[src/rtl/strand_issue_scheduler_pkg.sv]
// Shared strand-count defines for the strand issue scheduler.
// Contents:
//   STRANDS_PER_CORE    - number of hardware strands per core
//   STRAND_INDEX_WIDTH  - width of a strand index
//   QUANTUM_CNT_WIDTH   - width of the issue-quantum counter (SCHED_QUANTUM_EN builds)
package strand_issue_scheduler_pkg;

  localparam int unsigned STRANDS_PER_CORE   = 4;
  localparam int unsigned STRAND_INDEX_WIDTH = 2;
  localparam int unsigned QUANTUM_CNT_WIDTH  = 4;

endpackage

[src/rtl/strand_issue_scheduler_if.sv]
// Interface bundling the scheduler's front-end, pipeline and issue signals.
// Signals:
//   cr_strand_enable    - strand enable mask from control registers
//   if_strand_ready     - per-strand decoded-ready flags
//   ex_stall            - pipeline cannot accept an issue
//   rb_suspend_strand   - strand blocked on a cache miss (one-hot or zero)
//   l2_resume_strand    - miss satisfied, strand runnable again
//   ss_issue_valid      - registered grant valid
//   ss_issue_strand     - registered granted strand index
//   ss_strand_suspended - registered suspend state
// Modports: master (front end / environment), slave (scheduler).
interface strand_issue_scheduler_if;
  import strand_issue_scheduler_pkg::*;

  logic [STRANDS_PER_CORE-1:0]   cr_strand_enable;
  logic [STRANDS_PER_CORE-1:0]   if_strand_ready;
  logic                          ex_stall;
  logic [STRANDS_PER_CORE-1:0]   rb_suspend_strand;
  logic [STRANDS_PER_CORE-1:0]   l2_resume_strand;
  logic                          ss_issue_valid;
  logic [STRAND_INDEX_WIDTH-1:0] ss_issue_strand;
  logic [STRANDS_PER_CORE-1:0]   ss_strand_suspended;

  modport master (
    output cr_strand_enable, if_strand_ready, ex_stall, rb_suspend_strand, l2_resume_strand,
    input  ss_issue_valid, ss_issue_strand, ss_strand_suspended
  );

  modport slave (
    input  cr_strand_enable, if_strand_ready, ex_stall, rb_suspend_strand, l2_resume_strand,
    output ss_issue_valid, ss_issue_strand, ss_strand_suspended
  );

endinterface

[src/rtl/strand_issue_scheduler_rr_arbiter.sv]
// rr_arbiter: combinational round-robin arbiter, generic in width.
// Ports:
//   req        - request vector
//   last_grant - index of the previous winner; search starts just after it
//   grant      - index of the winner (equals last_grant when nothing requests)
//   valid      - at least one request present
module rr_arbiter #(
  parameter int unsigned Width    = 4,
  parameter int unsigned IdxWidth = (Width > 1) ? $clog2(Width) : 1
) (
  input  logic [Width-1:0]    req,
  input  logic [IdxWidth-1:0] last_grant,
  output logic [IdxWidth-1:0] grant,
  output logic                valid
);

  logic [IdxWidth-1:0] cand;

  // Scan offsets from farthest to nearest so the nearest requester after
  // last_grant is the final one written.
  always_comb begin
    grant = last_grant;
    valid = 1'b0;
    cand  = last_grant;
    for (int off = int'(Width); off > 0; off--) begin
      cand = IdxWidth'((int'(last_grant) + off) % int'(Width));
      if (req[cand]) begin
        grant = cand;
        valid = 1'b1;
      end
    end
  end

endmodule

[src/rtl/strand_issue_scheduler.sv]
// strand_issue_scheduler: per-core round-robin choice of the strand that
// issues into the pipeline next cycle. Tracks per-strand suspend state for
// long-latency misses and registers the grant.
// Ports:
//   clk   - core clock
//   reset - asynchronous active-high reset
//   sched - strand_issue_scheduler_if.slave (enable/ready/stall/suspend/resume
//           in, registered grant and suspend state out)
// Parameters:
//   QUANTUM - max consecutive consumed issues per grant (1..15), used only
//             when the macro SCHED_QUANTUM_EN is defined; otherwise the
//             scheduler rotates after every consumed issue.
module strand_issue_scheduler
  import strand_issue_scheduler_pkg::*;
#(
  parameter int unsigned QUANTUM = 4
) (
  input logic                     clk,
  input logic                     reset,
  strand_issue_scheduler_if.slave sched
);

  if (QUANTUM < 1 || QUANTUM > 15) begin : gen_quantum_range
    $error("QUANTUM must be in 1..15");
  end

  logic [STRANDS_PER_CORE-1:0]   suspended_q, suspended_d, eligible;
  logic                          valid_q, valid_d;
  logic [STRAND_INDEX_WIDTH-1:0] strand_q, strand_d, last_q, last_d;
  logic [STRAND_INDEX_WIDTH-1:0] arb_last, arb_grant;
  logic                          arb_valid, consumed, keep;

  always_comb begin
    // Resume beats a same-cycle suspend.
    suspended_d = (suspended_q | sched.rb_suspend_strand) & ~sched.l2_resume_strand;
    eligible    = sched.cr_strand_enable & sched.if_strand_ready & ~suspended_d;
    consumed    = valid_q & ~sched.ex_stall;
    // A consumed issue moves the pointer, so search from the strand just issued.
    arb_last    = consumed ? strand_q : last_q;
  end

  rr_arbiter #(
    .Width    (STRANDS_PER_CORE),
    .IdxWidth (STRAND_INDEX_WIDTH)
  ) u_rr_arbiter (
    .req        (eligible),
    .last_grant (arb_last),
    .grant      (arb_grant),
    .valid      (arb_valid)
  );

`ifdef SCHED_QUANTUM_EN
  localparam logic [QUANTUM_CNT_WIDTH-1:0] QuantumLast = QUANTUM_CNT_WIDTH'(QUANTUM - 1);

  logic [QUANTUM_CNT_WIDTH-1:0] quantum_q, quantum_d;

  // Stay on the granted strand until it has issued QUANTUM times in a row.
  assign keep = consumed & eligible[strand_q] & (quantum_q < QuantumLast);

  always_comb begin
    if (sched.ex_stall && valid_d) begin
      quantum_d = quantum_q;
    end else if (keep) begin
      quantum_d = quantum_q + 1'b1;
    end else begin
      quantum_d = '0;
    end
  end

  always_ff @(posedge clk or posedge reset) begin
    if (reset) begin
      quantum_q <= '0;
    end else begin
      quantum_q <= quantum_d;
    end
  end
`else
  assign keep = 1'b0;
`endif

  always_comb begin
    valid_d  = valid_q;
    strand_d = strand_q;
    last_d   = consumed ? strand_q : last_q;
    if (valid_q && !sched.cr_strand_enable[strand_q]) begin
      // A disabled strand loses its grant at once, even if others are eligible.
      valid_d = 1'b0;
    end else if (sched.ex_stall) begin
      if (valid_q && !eligible[strand_q]) begin
        valid_d = 1'b0;
      end
    end else if (!keep) begin
      valid_d = arb_valid;
      if (arb_valid) begin
        strand_d = arb_grant;
      end
    end
  end

  always_ff @(posedge clk or posedge reset) begin
    if (reset) begin
      suspended_q <= '0;
      valid_q     <= 1'b0;
      strand_q    <= '0;
      last_q      <= STRAND_INDEX_WIDTH'(STRANDS_PER_CORE - 1);
    end else begin
      suspended_q <= suspended_d;
      valid_q     <= valid_d;
      strand_q    <= strand_d;
      last_q      <= last_d;
    end
  end

  always_comb begin
    sched.ss_issue_valid      = valid_q;
    sched.ss_issue_strand     = strand_q;
    sched.ss_strand_suspended = suspended_q;
  end

endmodule
[src/flat_wrapper.sv]
// flat-port wrapper written by rule: the top's interface ports become plain ports
module strand_issue_scheduler_flat import strand_issue_scheduler_pkg::*;
#(
  parameter int unsigned QUANTUM = 4
)
  (clk, reset, sched_cr_strand_enable, sched_if_strand_ready, sched_ex_stall, sched_rb_suspend_strand, sched_l2_resume_strand, sched_ss_issue_valid, sched_ss_issue_strand, sched_ss_strand_suspended);
  strand_issue_scheduler_if sched_i ();
  input logic clk;
  input logic reset;
  input wire logic [$bits(sched_i.cr_strand_enable)-1:0] sched_cr_strand_enable;
  input wire logic [$bits(sched_i.if_strand_ready)-1:0] sched_if_strand_ready;
  input wire logic [$bits(sched_i.ex_stall)-1:0] sched_ex_stall;
  input wire logic [$bits(sched_i.rb_suspend_strand)-1:0] sched_rb_suspend_strand;
  input wire logic [$bits(sched_i.l2_resume_strand)-1:0] sched_l2_resume_strand;
  output wire logic [$bits(sched_i.ss_issue_valid)-1:0] sched_ss_issue_valid;
  output wire logic [$bits(sched_i.ss_issue_strand)-1:0] sched_ss_issue_strand;
  output wire logic [$bits(sched_i.ss_strand_suspended)-1:0] sched_ss_strand_suspended;
  assign sched_i.cr_strand_enable = sched_cr_strand_enable;
  assign sched_i.if_strand_ready = sched_if_strand_ready;
  assign sched_i.ex_stall = sched_ex_stall;
  assign sched_i.rb_suspend_strand = sched_rb_suspend_strand;
  assign sched_i.l2_resume_strand = sched_l2_resume_strand;
  assign sched_ss_issue_valid = sched_i.ss_issue_valid;
  assign sched_ss_issue_strand = sched_i.ss_issue_strand;
  assign sched_ss_strand_suspended = sched_i.ss_strand_suspended;
  strand_issue_scheduler #(.QUANTUM(QUANTUM)) u_core (.clk(clk), .reset(reset), .sched(sched_i));
endmodule
[config.mk]
export PLATFORM = sky130hd
export DESIGN_NAME = strand_issue_scheduler_flat
export DESIGN_NICKNAME = d
export VERILOG_FILES = /design/src/rtl/strand_issue_scheduler_pkg.sv /design/src/rtl/strand_issue_scheduler_if.sv /design/src/rtl/strand_issue_scheduler_rr_arbiter.sv /design/src/rtl/strand_issue_scheduler.sv /design/src/flat_wrapper.sv
export SDC_FILE = /design/constraint.sdc
export NUM_CORES = 1
export LEC_CHECK = 0
export BUFFER_PORTS_ARGS = -buffer_cell sky130_fd_sc_hd__clkbuf_2
export CAP_MARGIN = 0
export CORE_AREA = 2 2 39 41
export CTS_CLUSTER_SIZE = 20
export DETAILED_ROUTE_END_ITERATION = 6
export DIE_AREA = 0 0 41 43
export PLACE_DENSITY = 0.69
export SYNTH_ARGS = -nofsm -noshare
export SYNTH_HDL_FRONTEND = slang
export SYNTH_SLANG_ARGS = --single-unit
[constraint.sdc]
create_clock -name clk -period 3.5 [get_ports clk]
set_input_delay 0 -clock clk [delete_from_list [all_inputs] [get_ports clk]]
set_output_delay 0 -clock clk [all_outputs]
set_load 0.01 [all_outputs]
# After elaboration in Yosys (flattened, before gate mapping)
# Cells that the tools add are included.
# W data, S select, Z words.
# op_classes
addsub	4
n_lt_le_gt_ge	5
n_eq_ne	1
mux	24
n_bitwise	9
reduce_logical	5
# op_table
cell	count
$lt A2 B3 Y1 const B	5
$mux W1	13
$and A4 B4 Y4	3
$bmux W1 S2	6
$mux W2	5
$not A4 Y4	2
$add A2 B1 Y2 const B	2
$add A2 B2 Y2 const B	2
$or A4 B4 Y4	1
$ne A3 B1 Y1 const B	1
$reduce_and A3 Y1	1
$logic_and A1 B1 Y1	2
$logic_not A1 Y1	2
$not A1 Y1	2
$and A1 B1 Y1	1
# word_totals
regBits	9
in_bits	19
output_inout_bits	7
elab_cells	52

# Depth between registers and ports, before layout
# Gate-level depths: netlist of run 1.
# depth
ltp_word	12
mapped_depth	6
depth_no_buf	6

# Cells and area by module
# From an unflattened synthesis of run 1, not the netlist that was laid out.
# unflattened
cells_unflattened	59
hier_area_um2	559.3
# modules_own_cells
mod	n_inst	cells_per_inst	area_per_inst_um2	seq_area_each_um2
strand_issue_scheduler	1	45	476.7	227.7
rr_arbiter	1	14	82.6	0.0

# Worst setup path before layout of run 1
# No wires, ideal clock.
# synth_path
kind	register -> register
start	register u_core.strand_q[1], in the netlist u_core.sched.ss_issue_strand[1]
end	register u_core.strand_q[0], in the netlist u_core.sched.ss_issue_strand[0]
setup_time_ns	0.125
arrival_ns	1.460
t_required_ns	3.375
setup_slack_ns	1.915
path_stages_with_launch	5
path_buffers	0
period_less_slack_ns	1.585
cell_sequence	dfrtp_1 -> mux4_2 -> nor2b_2 -> nor2_1 -> mux2_2
# synth_between
elab_chain_cells	9
word_cells_on_any_way	27
classes_between	add/sub (4); mux (19); bitwise (1); reduce/logical (3)
# synth_lines
item	line_no	text
start, declared	strand_issue_scheduler.sv:29	logic [STRAND_INDEX_WIDTH-1:0] strand_q, strand_d, last_q, last_d;
start signal, assigned	strand_issue_scheduler.sv:109	strand_q <= strand_d;
$mux W2	strand_issue_scheduler.sv:39	arb_last = consumed ? strand_q : last_q;
$add A2 B1 Y2	strand_issue_scheduler_rr_arbiter.sv:26	cand = IdxWidth'((int'(last_grant) + off) % int'(Width));
$bmux W1 S2	strand_issue_scheduler_rr_arbiter.sv:27	if (req[cand]) begin
$mux W1 (not written as such)	strand_issue_scheduler_rr_arbiter.sv:27	
$mux W1 (4 in series)	strand_issue_scheduler_rr_arbiter.sv:27	
$reduce_and A3 Y1 (no source line)	--	
# Parallel ways exist; a longest one is shown, timed or not. The select of a mux whose other input is x is not followed.
# A chain may end at the register's enable or synchronous reset.

# Final worst setup path of run 1
# Ends and elaborated chain as after synthesis.

==> results of run 1 <==
==> metrics by stage <==
step / setup slack [ns] / total power, mW / area (sq um) / utilization / std cells
global placement: 1.86 / 0.322 / 664 / 0.480 / 90
CTS: 1.84 / 0.416 / 761 / 0.550 / 101
floorplan: 1.92 / 0.277 / 519 / - / 49
finish: 1.86 / 0.412 / 761 / 0.550 / 101
global route: 1.74 / 0.443 / 761 / 0.550 / 101
detailed placement: 1.86 / 0.325 / 664 / 0.480 / 90
==> registers in the layout, summed over array words and instances, names as in the netlist <==
| register | cells |
|---|---|
| u_core.sched.ss_issue_valid | 1 |
| u_core.sched.ss_issue_strand | 2 |
| u_core.last_q | 2 |
| u_core.sched.ss_strand_suspended | 4 |
==> cells in the mapped netlist, drive strengths merged <==
library cell  count  share of area
dfrtp             7           0.34
inv               5          0.036
mux2i             5           0.10
nand3             5          0.048
nor2              5          0.036
and3              2          0.027
dfstp             2           0.10
o211ai            2          0.029
o21bai            2          0.029
o221ai            2          0.034
a22oi             1          0.024
a31oi             1          0.012
a41o              1          0.019
mux2              1          0.022
mux4              1          0.043
nand2             1         0.0072
nand2b            1          0.026
nand4             1          0.012
nor2b             1          0.017
o21ai             1         0.0096
o31ai             1          0.014
or3               1          0.012
==> cells by family after synthesis <==
group                  synth area share
AOI/OAI and AO/OA                 0.171
buffers and inverters            0.0361
DFF                               0.439
muxes                             0.169
and+or+nand+nor                   0.186
==> what timing repair did <==
item,4_1_cts,5_1_grt
hold endpoints to repair,13,0
setup buffers,0,0
hold buffers,7,0
setup endpoints to repair,0,0
==> cell usage in the layout (no fill, tap or decap), drive strengths merged, types with 2 or more instances in the layout <==
master       instances
and3                 2
clkbuf              29
dfrtp                7
dfstp                2
dlygate4sd3          7
inv                  5
mux2i                5
nand3                5
nor2                 5
o211ai               2
o21bai               2
o221ai               2
==> how the worst min path moves through the flow <==
stage,startpoint,end,slack (ns)
final,sched_l2_resume_strand[0],u_core.sched.ss_strand_suspended[0]$_DFF_PP0_,0.02
after global placement,reset,u_core.sched.ss_strand_suspended[2]$_DFF_PP0_,-0.04
after floorplan,reset,u_core.sched.ss_issue_strand[0]$_DFFE_PP0P_,-0.17
after detailed placement,reset,u_core.sched.ss_strand_suspended[1]$_DFF_PP0_,-0.03
after global routing,sched_l2_resume_strand[0],u_core.sched.ss_strand_suspended[0]$_DFF_PP0_,0.05
after CTS,sched_l2_resume_strand[0],u_core.sched.ss_strand_suspended[0]$_DFF_PP0_,0.01
==> worst register-to-register path, cell delays in order, from the launching register on <==
cell	delay, ns
dfrtp_1	0.47
mux4_2	0.54
nor2b_2	0.18
nor2_1	0.08
mux2_2	0.26
==> metal layers <==
metal  routed length, um  vias to the layer above  track usage
met3                  77                        4       0.0314
li1                    -                      259            -
met4                  27                        0        0.120
met1                 538                      245        0.221
met2                 589                       20        0.256
met5                   0                        -            0
==> layout make-up <==
type,count,area (sq um)
timing repair buffer,32,195
inverter,5,18.8
sequential,9,228
tap,16,20.0
multi-input combinational,35,273
clock buffer,4,26.3
fill,138,623
==> where the power goes <==
group / leakage (nW) / internal (mW) / switching, mW
clock network: 0.0150 / 0.0440 / 0.0379
registers: 0.108 / 0.139 / 0.0320
logic: 0.269 / 0.0835 / 0.0757
total: 0.392 / 0.266 / 0.146
==> results by group, run 1 <==
Yosys
  – Mapped Cells: just under 50
  – Post-Syn Area per Cell: 10.6 sq um
  – Net Count, Synth: between 60 and 70
  – Netlist cell types: 25
  – #FFs+latches synth: 9
  – Synth Cell Area: 519 sq um
  – Synth warn: 0
  – Post-synthesis sequential area ratio: 0.439

Global route
  – Wire length of the first global-routing pass: 2.06 mm
  – Initial antenna violation count: 0
  – Number of global-route vias before repair: ~490
  – Pin count of the biggest net entering global routing: 10
  – Total Routing Usage GR: 0.175
  – GRT Residual Overflow: 0

Timing
  – Period Utilization, post-route: 0.470
  – Worst-margin pin slew: 0.454 ns
  – Final Skew: 0.00208 ns
  – Max-slew headroom: 0.696
  – RSZ-0062 raised after global routing: no
  – Tightest hold margin: about 0.016 ns
  – Total negative setup slack: 0 ns
  – Fin crit period: around 1.6 ns
  – Final hold vios: 0
  – Slew Viols, Final: 0
  – Achievable frequency: slightly above 600 MHz
  – Setup-failing EPs final: 0

Setup path
  – CP endpoint: u_core.sched.ss_issue_strand[0]$_DFFE_PP0P_
  – Cell family contributing the most delay on the critical path: multiplexers
  – Worst setup path class: flip-flop to flip-flop
  – Worst path max stage delay: approximately 0.54 ns
  – Critical Path Start Type: flip-flop
  – Worst flop-to-flop path endpoint: u_core.sched.ss_issue_strand[0]$_DFFE_PP0P_
  – CP required: ~3.7 ns
  – Reg2reg setup slack: 1.86 ns
  – WP depth: 4
  – Slowest cell on the critical path: mux4_2
  – CP Capture Type: flip-flop
  – Critical R2R Launch: u_core.sched.ss_issue_strand[1]$_DFFE_PP0P_
  – CP arrival: 1.79 ns
  – Crit path buf inv count: 0
  – Depth of the worst register-to-register path: 4
  – CP cell instances: mux4_2 > nor2b_2 > nor2_1 > mux2_2
  – CP startpoint: u_core.sched.ss_issue_strand[1]$_DFFE_PP0P_
  – Worst-path fanout max: 6

CTS
  – Root Driver: clkbuf_4
  – Clock Latency Late Sink: between 0.2 and 0.3 ns
  – CTS Sinks: 9
  – CTS H-Tree Depth: 1
  – Post-CTS Resized: 0
  – CTS buffer count: 3
  – CTS tree: built
  – Clk slew on worst S/H paths: 0.06 ns
  – CTS max path bufs: 2

Floorplan
  – Die H: roughly 43 um
  – Die ar.: approximately 1800 sq um
  – Row count: 14
  – Initial core utilization: 0.375
  – Die W: between 40 and 50 um
  – I/O pins: 26
  – Core ar.: 1380 sq um

Min path
  – Hold Path Depth: 3
  – Hold Path Class: input pin to flip-flop

Drt
  – Post-route DRC: 0
  – Via density: between 5 and 6
  – Post-DRT Antenna Nets: 0
  – Router iterations before antenna repair: 4
  – Final WL: 1.23 mm
  – Avg WL per Cell: between 10 and 15 um
  – Detailed Route Iter0 Violations: 12
  – Vias: 528

Finish
  – Nets@finish: between 100 and 150
  – Area Overhead vs Synth: 46.5%
  – ANT cells: 0
  – Share of cells above drive strength 1: 0.459

Pwr
  – Power density cells: approximately 540 nW/um^2
  – LEAKAGE: 0.392 nW
  – Peak supply drop: roughly 210 uV

Flow run
  – Number of max-cap violations: 0

Place
  – HPWL Detailed: ~920 um
  – RD Place Congestion: approximately 0.81
  – PortBufs: 25

Outcome
  – Status: finished, final reports clean
Power figures use the tool's default switching activity.
==> inputs of run 2 (changes only) <==
--- a/config.mk
+++ b/config.mk
@@ -7,11 +7,11 @@
 export LEC_CHECK = 0
 export BUFFER_PORTS_ARGS = -buffer_cell sky130_fd_sc_hd__clkbuf_2
 export CAP_MARGIN = 0
-export CORE_AREA = 2 2 39 41
+export CORE_MARGIN = 2
+export CORE_UTILIZATION = 38
 export CTS_CLUSTER_SIZE = 20
 export DETAILED_ROUTE_END_ITERATION = 6
-export DIE_AREA = 0 0 41 43
-export PLACE_DENSITY = 0.69
+export PLACE_DENSITY = 0.7
 export SYNTH_ARGS = -nofsm -noshare
 export SYNTH_HDL_FRONTEND = slang
 export SYNTH_SLANG_ARGS = --single-unit
==> constraint.sdc (replaced) <==
create_clock -name clk -period 1.47 [get_ports clk]
set_input_delay 0 -clock clk [delete_from_list [all_inputs] [get_ports clk]]
set_output_delay 0 -clock clk [all_outputs]
set_load 0.01 [all_outputs]
==> run 2 against run 1 <==
The run now ends with negative setup slack left. Core utilization is 22 points higher. Sequential share of layout area is 6.7 points lower. Combinational power grew to 4.9 times the previous value. Wire length is 54% higher. Via count is 24% higher. Flip-flop and latch count stayed put. Non-clock buffer count is 23 higher. Design area is 30% higher. Critical path depth is 2 higher. Register-to-register slack worse by 2.0 ns.
==> results by group, run 2 (same netlist as run 1, synthesis figures left out) <==
Setup path
  – CP startpoint: u_core.sched.ss_issue_valid$_DFFE_PP0P_ (was u_core.sched.ss_issue_strand[1]$_DFFE_PP0P_)
  – CP arrival: 1.73 ns (was 1.79 ns)
  – CP cell instances: nand2b_4 > mux2i_4 > inv_2 > mux2i_1 > o221ai_2 > mux2_4 (was mux4_2 > nor2b_2 > nor2_1 > mux2_2)
  – Critical R2R Launch: u_core.sched.ss_issue_valid$_DFFE_PP0P_ (was u_core.sched.ss_issue_strand[1]$_DFFE_PP0P_)
  – Worst setup path class: flip-flop to flip-flop (unchanged)
  – CP Capture Type: flip-flop (unchanged)
  – Cell family contributing the most delay on the critical path: multiplexers (unchanged)
  – Worst-path fanout max: 4 (was 6)
  – Slowest cell on the critical path: dfrtp_2 (was mux4_2)
  – Critical Path Start Type: flip-flop (unchanged)
  – CP required: 1.63 ns (was 3.65 ns)
  – Worst path max stage delay: 0.43 ns (was 0.54 ns)
  – Crit path buf inv count: 1 (was 0)

Timing
  – Final Skew: 0.00209 ns (was 0.00208 ns)
  – Max-slew headroom: 0.760 (was 0.696)
  – RSZ-0062 raised after global routing: yes (was no)
  – Final hold vios: 0 (unchanged)
  – Setup-failing EPs final: 3 (was 0)
  – Period Utilization, post-route: 1.06 (was 0.470)
  – Final WS setup: -0.0951 ns (was 1.86 ns)
  – Total negative setup slack: -0.142 ns (was 0 ns)
  – Achievable frequency: 639 MHz (was 608 MHz)
  – Worst-margin pin slew: 0.360 ns (was 0.454 ns)
  – Slew Viols, Final: 0 (unchanged)
  – Fin crit period: 1.57 ns (was 1.64 ns)

Finish
  – Share of cells above drive strength 1: 0.685 (was 0.459)
  – Area Overhead vs Synth: 90.8% (was 46.5%)
  – Most common cell after layout, fill and taps aside: clkbuf_2 (unchanged)
  – Fin util: 0.771 (was 0.550)
  – ANT cells: 0 (unchanged)
  – Max reg flops: 4 (unchanged)
  – Most frequent cells in the layout: clkbuf_2, buf_4, nand3_1, dlygate4sd3_1, dfrtp_1 (was clkbuf_2, dlygate4sd3_1, dfrtp_1, nand3_1, nor2_1)
  – Nets@finish: 128 (was 105)

Floorplan
  – Core ar.: 1280 sq um (was 1380 sq um)
  – I/O pins: 26 (unchanged)
  – Die H: 41.0 um (was 43 um)
  – Die ar.: 1680 sq um (was 1760 sq um)
  – Die W: 41.0 um (was 41 um)
  – Initial core utilization: 0.404 (was 0.375)
  – Row count: 13 (was 14)

Pwr
  – Peak supply drop: 761 uV (was 215 uV)
  – LEAKAGE: 0.507 nW (was 0.392 nW)
  – Power density cells: 1400 nW/um^2 (was 541 nW/um^2)

Outcome
  – Status: finished, violations left (was finished, final reports clean)
  – Failing checks: negative setup slack

Global route
  – Initial antenna violation count: 0 (unchanged)
  – Number of global-route vias before repair: 637 (was 492)
  – Pin count of the biggest net entering global routing: 10 (unchanged)
  – Total Routing Usage GR: 0.267 (was 0.175)
  – Wire length of the first global-routing pass: 2.73 mm (was 2.06 mm)
  – GRT Residual Overflow: 0 (unchanged)

Drt
  – Vias: 656 (was 528)
  – Router iterations before antenna repair: 4 (unchanged)
  – Post-route DRC: 0 (unchanged)
  – Final WL: 1.90 mm (was 1.23 mm)
  – Via density: 5.33 (was 5.23)
  – Detailed Route Iter0 Violations: 15 (was 12)
  – Post-DRT Antenna Nets: 0 (unchanged)
  – Avg WL per Cell: 15.5 um (was 12.2 um)

Place
  – HPWL Detailed: 1.10 mm (was 922 um)
  – RD Place Congestion: 0.828 (was 0.808)
  – PortBufs: 25 (unchanged)

Flow run
  – Number of max-cap violations: 0 (unchanged)

CTS
  – CTS max path bufs: 2 (unchanged)
  – CTS H-Tree Depth: 1 (unchanged)
  – Clk slew on worst S/H paths: 0.07 ns (was 0.06 ns)
  – CTS Sinks: 9 (unchanged)
  – CTS buffer count: 3 (unchanged)
  – CTS tree: built (unchanged)
  – Root Driver: clkbuf_4 (unchanged)
  – Clock Latency Late Sink: 0.28 ns (was 0.26 ns)

Min path
  – Hold Path Class: input pin to flip-flop (unchanged)
  – Launch point of the worst hold path: sched_ex_stall (was sched_l2_resume_strand[0])
[run 2: cell count changes in the layout (fill, tap and decap cells not counted), moves of 2 or more]
cell | before | now
o221ai_1 | 2 | 0
buf_6 | 0 | 2
mux2i_4 | 0 | 2
dfrtp_2 | 0 | 2
dfrtp_1 | 7 | 5
o221ai_2 | 0 | 2
dlygate4sd3_1 | 7 | 5
buf_4 | 0 | 23
[run 2: layout make-up]
type                    instances  area, sq um
well taps                      15         18.8
clock inverters                 1         5.00
flip-flops and latches          9          230
clock buffers                   3         22.5
inverters                       5         18.8
multi-input cells              35          325
repair buffers                 55          370
fillers                        85          294
[run 2: layer usage]
layer / track usage / share of wire / vias up / wire [um]
met3: 0.0652 / 0.063 / 5 / 119
met1: 0.277 / 0.40 / 307 / 756
met2: 0.492 / 0.52 / 41 / 984
met4: 0.125 / 0.021 / 0 / 40
li1: - / - / 303 / -
met5: 0 / 0 / - / 0
[run 2: worst paths after layout]
| path | slack, ns | end | cells past startpoint |
|---|---|---|---|
| max | -0.1 | u_core.sched.ss_issue_strand[0]$_DFFE_PP0P_ | 6 |
| min | 0.06 | u_core.sched.ss_issue_valid$_DFFE_PP0P_ | 3 |
| max reg2reg | -0.1 | u_core.sched.ss_issue_strand[0]$_DFFE_PP0P_ | 6 |
| min reg2reg | 0.67 | u_core.sched.ss_issue_strand[0]$_DFFE_PP0P_ | 1 |
| max in group asynchronous | 0.94 | u_core.last_q[1]$_DFF_PP1_ | 3 |
| min in group asynchronous | 0.23 | u_core.sched.ss_strand_suspended[0]$_DFF_PP0_ | 3 |
[run 2: tightest hold or removal path: cells and delay by family]
kind            cells  cell delay, ns
compound gates      1            0.08
buf+inv             1            0.12
simple gates        1            0.10
[run 2: timing repair]
action                     CTS  global route
buffers inserted            11             0
resized for setup            4             8
pin swaps                    4             2
gates cloned                 0             0
setup endpoints to repair    2             4
hold endpoints to repair    12             0
hold buffers                 5             0
[run 2: through the flow]
step                      hold slack, ns  setup WS (ns)  power (mW)  instance area, sq um  std cells
final                             0.0616        -0.0951        1.39                   991        123
after global routing              0.0687         -0.171        1.46                   991        123
after CTS                         0.0644        -0.0565        1.32                   960        123
after detailed placement         -0.0283        -0.0716       0.935                   774        103
after global placement           -0.0391        -0.0647       0.920                   774        103
after floorplan                   -0.174        -0.0463       0.675                   526         49
[run 2: report_power, final]
group	switching (mW)	internal [mW]	total (mW)
Combinational	0.313	0.458	0.772
Clock	0.110	0.101	0.211
Sequential	0.0710	0.336	0.407
==> inputs of run 3 (changes only) <==
--- a/config.mk
+++ b/config.mk
@@ -9,9 +9,11 @@
 export CAP_MARGIN = 0
 export CORE_MARGIN = 2
 export CORE_UTILIZATION = 38
+export CTS_CLUSTER_DIAMETER = 80
 export CTS_CLUSTER_SIZE = 20
 export DETAILED_ROUTE_END_ITERATION = 6
 export PLACE_DENSITY = 0.7
+export RECOVER_POWER = 100
 export SYNTH_ARGS = -nofsm -noshare
 export SYNTH_HDL_FRONTEND = slang
 export SYNTH_SLANG_ARGS = --single-unit
==> run 3 against run 2 <==
The flow still finishes with violations (negative setup slack). Critical path depth unchanged. Global-route usage unchanged. Register-to-register slack about the same. Non-clock buffer count unchanged. Critical path type unchanged. Critical endpoint unchanged.
==> results by group, run 3 (same netlist as run 1, synthesis figures left out) <==
Floorplan
  – Row count: 13 (unchanged)
  – Die ar.: 1680 sq um (unchanged)
  – Die H: 41.0 um (unchanged)
  – I/O pins: 26 (unchanged)
  – Core ar.: 1280 sq um (unchanged)
  – Die W: 41.0 um (unchanged)
  – Initial core utilization: 0.404 (unchanged)

Outcome
  – Failing checks: negative setup slack (unchanged)
  – Status: finished, violations left (unchanged)

Timing
  – Fin crit period: 1.56 ns (was 1.57 ns)
  – Final WS setup: -0.0887 ns (was -0.0951 ns)
  – Total negative setup slack: -0.133 ns (was -0.142 ns)
  – Achievable frequency: 642 MHz (was 639 MHz)
  – Max-slew headroom: 0.760 (about the same)
  – Period Utilization, post-route: 1.06 (about the same)
  – Final hold vios: 0 (unchanged)
  – Slew Viols, Final: 0 (unchanged)
  – Setup-failing EPs final: 3 (unchanged)
  – RSZ-0062 raised after global routing: yes (unchanged)
  – Final Skew: 0.00245 ns (was 0.00209 ns)
  – Worst-margin pin slew: 0.359 ns (was 0.360 ns)

CTS
  – Clock Latency Late Sink: 0.27 ns (was 0.28 ns)
  – Root Driver: clkbuf_4 (unchanged)
  – CTS max path bufs: 2 (unchanged)
  – CTS Sinks: 9 (unchanged)
  – CTS buffer count: 3 (unchanged)
  – Clk slew on worst S/H paths: 0.07 ns (about the same)
  – CTS tree: built (unchanged)
  – CTS H-Tree Depth: 1 (unchanged)

Setup path
  – CP cell instances: nand2b_4 > mux2i_4 > inv_2 > mux2i_1 > o221ai_2 > mux2_4 (unchanged)
  – CP Capture Type: flip-flop (unchanged)
  – Worst path max stage delay: 0.43 ns (about the same)
  – CP required: 1.63 ns (about the same)
  – Worst setup path class: flip-flop to flip-flop (unchanged)
  – Depth of the worst register-to-register path: 6 (unchanged)
  – Worst-path fanout max: 4 (unchanged)
  – Critical Path Start Type: flip-flop (unchanged)
  – CP arrival: 1.72 ns (was 1.73 ns)
  – Slowest cell on the critical path: dfrtp_2 (unchanged)

Flow run
  – Number of max-cap violations: 0 (unchanged)

Pwr
  – Seq pwr share: 0.297 (was 0.293)
  – Net Sw Frac: 0.359 (was 0.356)
  – Clock Power Share: 0.153 (was 0.152)
  – P_int: 877 uW (was 895 uW)
  – Psw: 492 uW (was 494 uW)
  – Power density cells: 1400 nW/um^2 (about the same)
  – LEAKAGE: 0.484 nW (was 0.507 nW)
  – Logic pwr share: 0.550 (was 0.555)
  – Peak supply drop: 761 uV (about the same)

Drt
  – Avg WL per Cell: 15.4 um (was 15.5 um)
  – Router iterations before antenna repair: 4 (unchanged)
  – Post-DRT Antenna Nets: 0 (unchanged)
  – Post-route DRC: 0 (unchanged)
  – Detailed Route Iter0 Violations: 14 (was 15)
  – Via density: 5.28 (was 5.33)
  – Vias: 650 (was 656)
  – Final WL: 1.89 mm (was 1.90 mm)

Global route
  – Number of global-route vias before repair: 637 (unchanged)
  – GRT Residual Overflow: 0 (unchanged)
  – Wire length of the first global-routing pass: 2.73 mm (unchanged)
  – Pin count of the biggest net entering global routing: 10 (unchanged)
  – Initial antenna violation count: 0 (unchanged)
  – Total Routing Usage GR: 0.267 (unchanged)

Place
  – RD Place Congestion: 0.828 (unchanged)
  – HPWL Detailed: 1.10 mm (unchanged)
  – Post-Place Cells: 103 (unchanged)
  – PortBufs: 25 (unchanged)

Finish
  – Final Non-Filler Cells: 123 (unchanged)
  – Share of cells above drive strength 1: 0.620 (was 0.685)
  – Fillers: 89 (was 85)
  – Fin util: 0.762 (was 0.771)
  – Max reg flops: 4 (unchanged)
  – Most frequent cells in the layout: buf_4, clkbuf_2, clkbuf_1 (was clkbuf_2, buf_4, nand3_1, dlygate4sd3_1, dfrtp_1)
  – Nets@finish: 128 (unchanged)
  – Area Overhead vs Synth: 88.7% (was 90.8%)
  – ANT cells: 0 (unchanged)
  – Most common cell after layout, fill and taps aside: buf_4 (was clkbuf_2)

Min path
  – Hold Path Depth: 3 (unchanged)
  – Hold Path Class: input pin to flip-flop (unchanged)
run 3: cell types whose count changed in the layout (fill, tap and decap cells not counted):
cell      previous run  this run
clkbuf_2            25        19
buf_4               23        22
clkbuf_1             0         7
run 3: timing repair:
item                                   4_1_cts  5_1_grt
gates resized for setup                      4        8
setup buffers                               11        0
pin swaps                                    4        2
endpoints found under the hold margin       12        0
hold buffers                                 5        0
setup endpoints to repair                    2        4
run 3: final timing paths:
path / from / end / slack [ns]
max reg2reg: u_core.sched.ss_issue_valid$_DFFE_PP0P_ / u_core.sched.ss_issue_strand[0]$_DFFE_PP0P_ / -0.09
max: u_core.sched.ss_issue_valid$_DFFE_PP0P_ / u_core.sched.ss_issue_strand[0]$_DFFE_PP0P_ / -0.09
min in group asynchronous: reset / u_core.sched.ss_strand_suspended[0]$_DFF_PP0_ / 0.23
max in group asynchronous: reset / u_core.last_q[1]$_DFF_PP1_ / 0.94
min reg2reg: u_core.sched.ss_issue_strand[0]$_DFFE_PP0P_ / u_core.sched.ss_issue_strand[0]$_DFFE_PP0P_ / 0.68
min: sched_ex_stall / u_core.sched.ss_issue_valid$_DFFE_PP0P_ / 0.06
run 3: area by class of cell:
type / count / area (sq um) / area share
Clock inverter: 1 / 5.00 / 0.00511
Clock buffer: 3 / 22.5 / 0.0230
Sequential cell: 9 / 230 / 0.235
Inverter: 5 / 18.8 / 0.0192
Multi-Input combinational cell: 35 / 325 / 0.332
Timing Repair Buffer: 55 / 359 / 0.367
Tap cell: 15 / 18.8 / 0.0192
run 3: power by group through the flow:
stage | sequential, mW | combinational, mW | clock, mW
floorplan | 0.425 | 0.250 | 0
global placement | 0.402 | 0.518 | 0
detailed placement | 0.404 | 0.531 | 0
CTS | 0.405 | 0.708 | 0.206
global route | 0.415 | 0.805 | 0.220
finish | 0.407 | 0.753 | 0.209
run 3: routing by layer:
metal | part of all wire | global-route usage
met1 | 0.40 | 0.277
met2 | 0.52 | 0.492
met3 | 0.057 | 0.0652
met4 | 0.024 | 0.125
met5 | 0 | 0
run 3: worst max-delay path: cells and delay by family, from the launching register on:
kind,cells,cell delay [ns]
AOI/OAI and AO/OA,1,0.12
buffers and inverters,1,0.08
DFF,1,0.43
muxes,3,0.70
and+or+nand+nor,1,0.11
run 3: per-stage QoR:
| stage | power, mW | area, sq um | hold slack, ns | worst slack (ns) |
|---|---|---|---|---|
| finish | 1.37 | 980 | 0.0601 | -0.0887 |
| global route | 1.44 | 980 | 0.0687 | -0.171 |
| CTS | 1.32 | 960 | 0.0644 | -0.0565 |
| detailed placement | 0.935 | 774 | -0.0283 | -0.0716 |
| global placement | 0.920 | 774 | -0.0391 | -0.0647 |
| floorplan | 0.675 | 526 | -0.174 | -0.0463 |
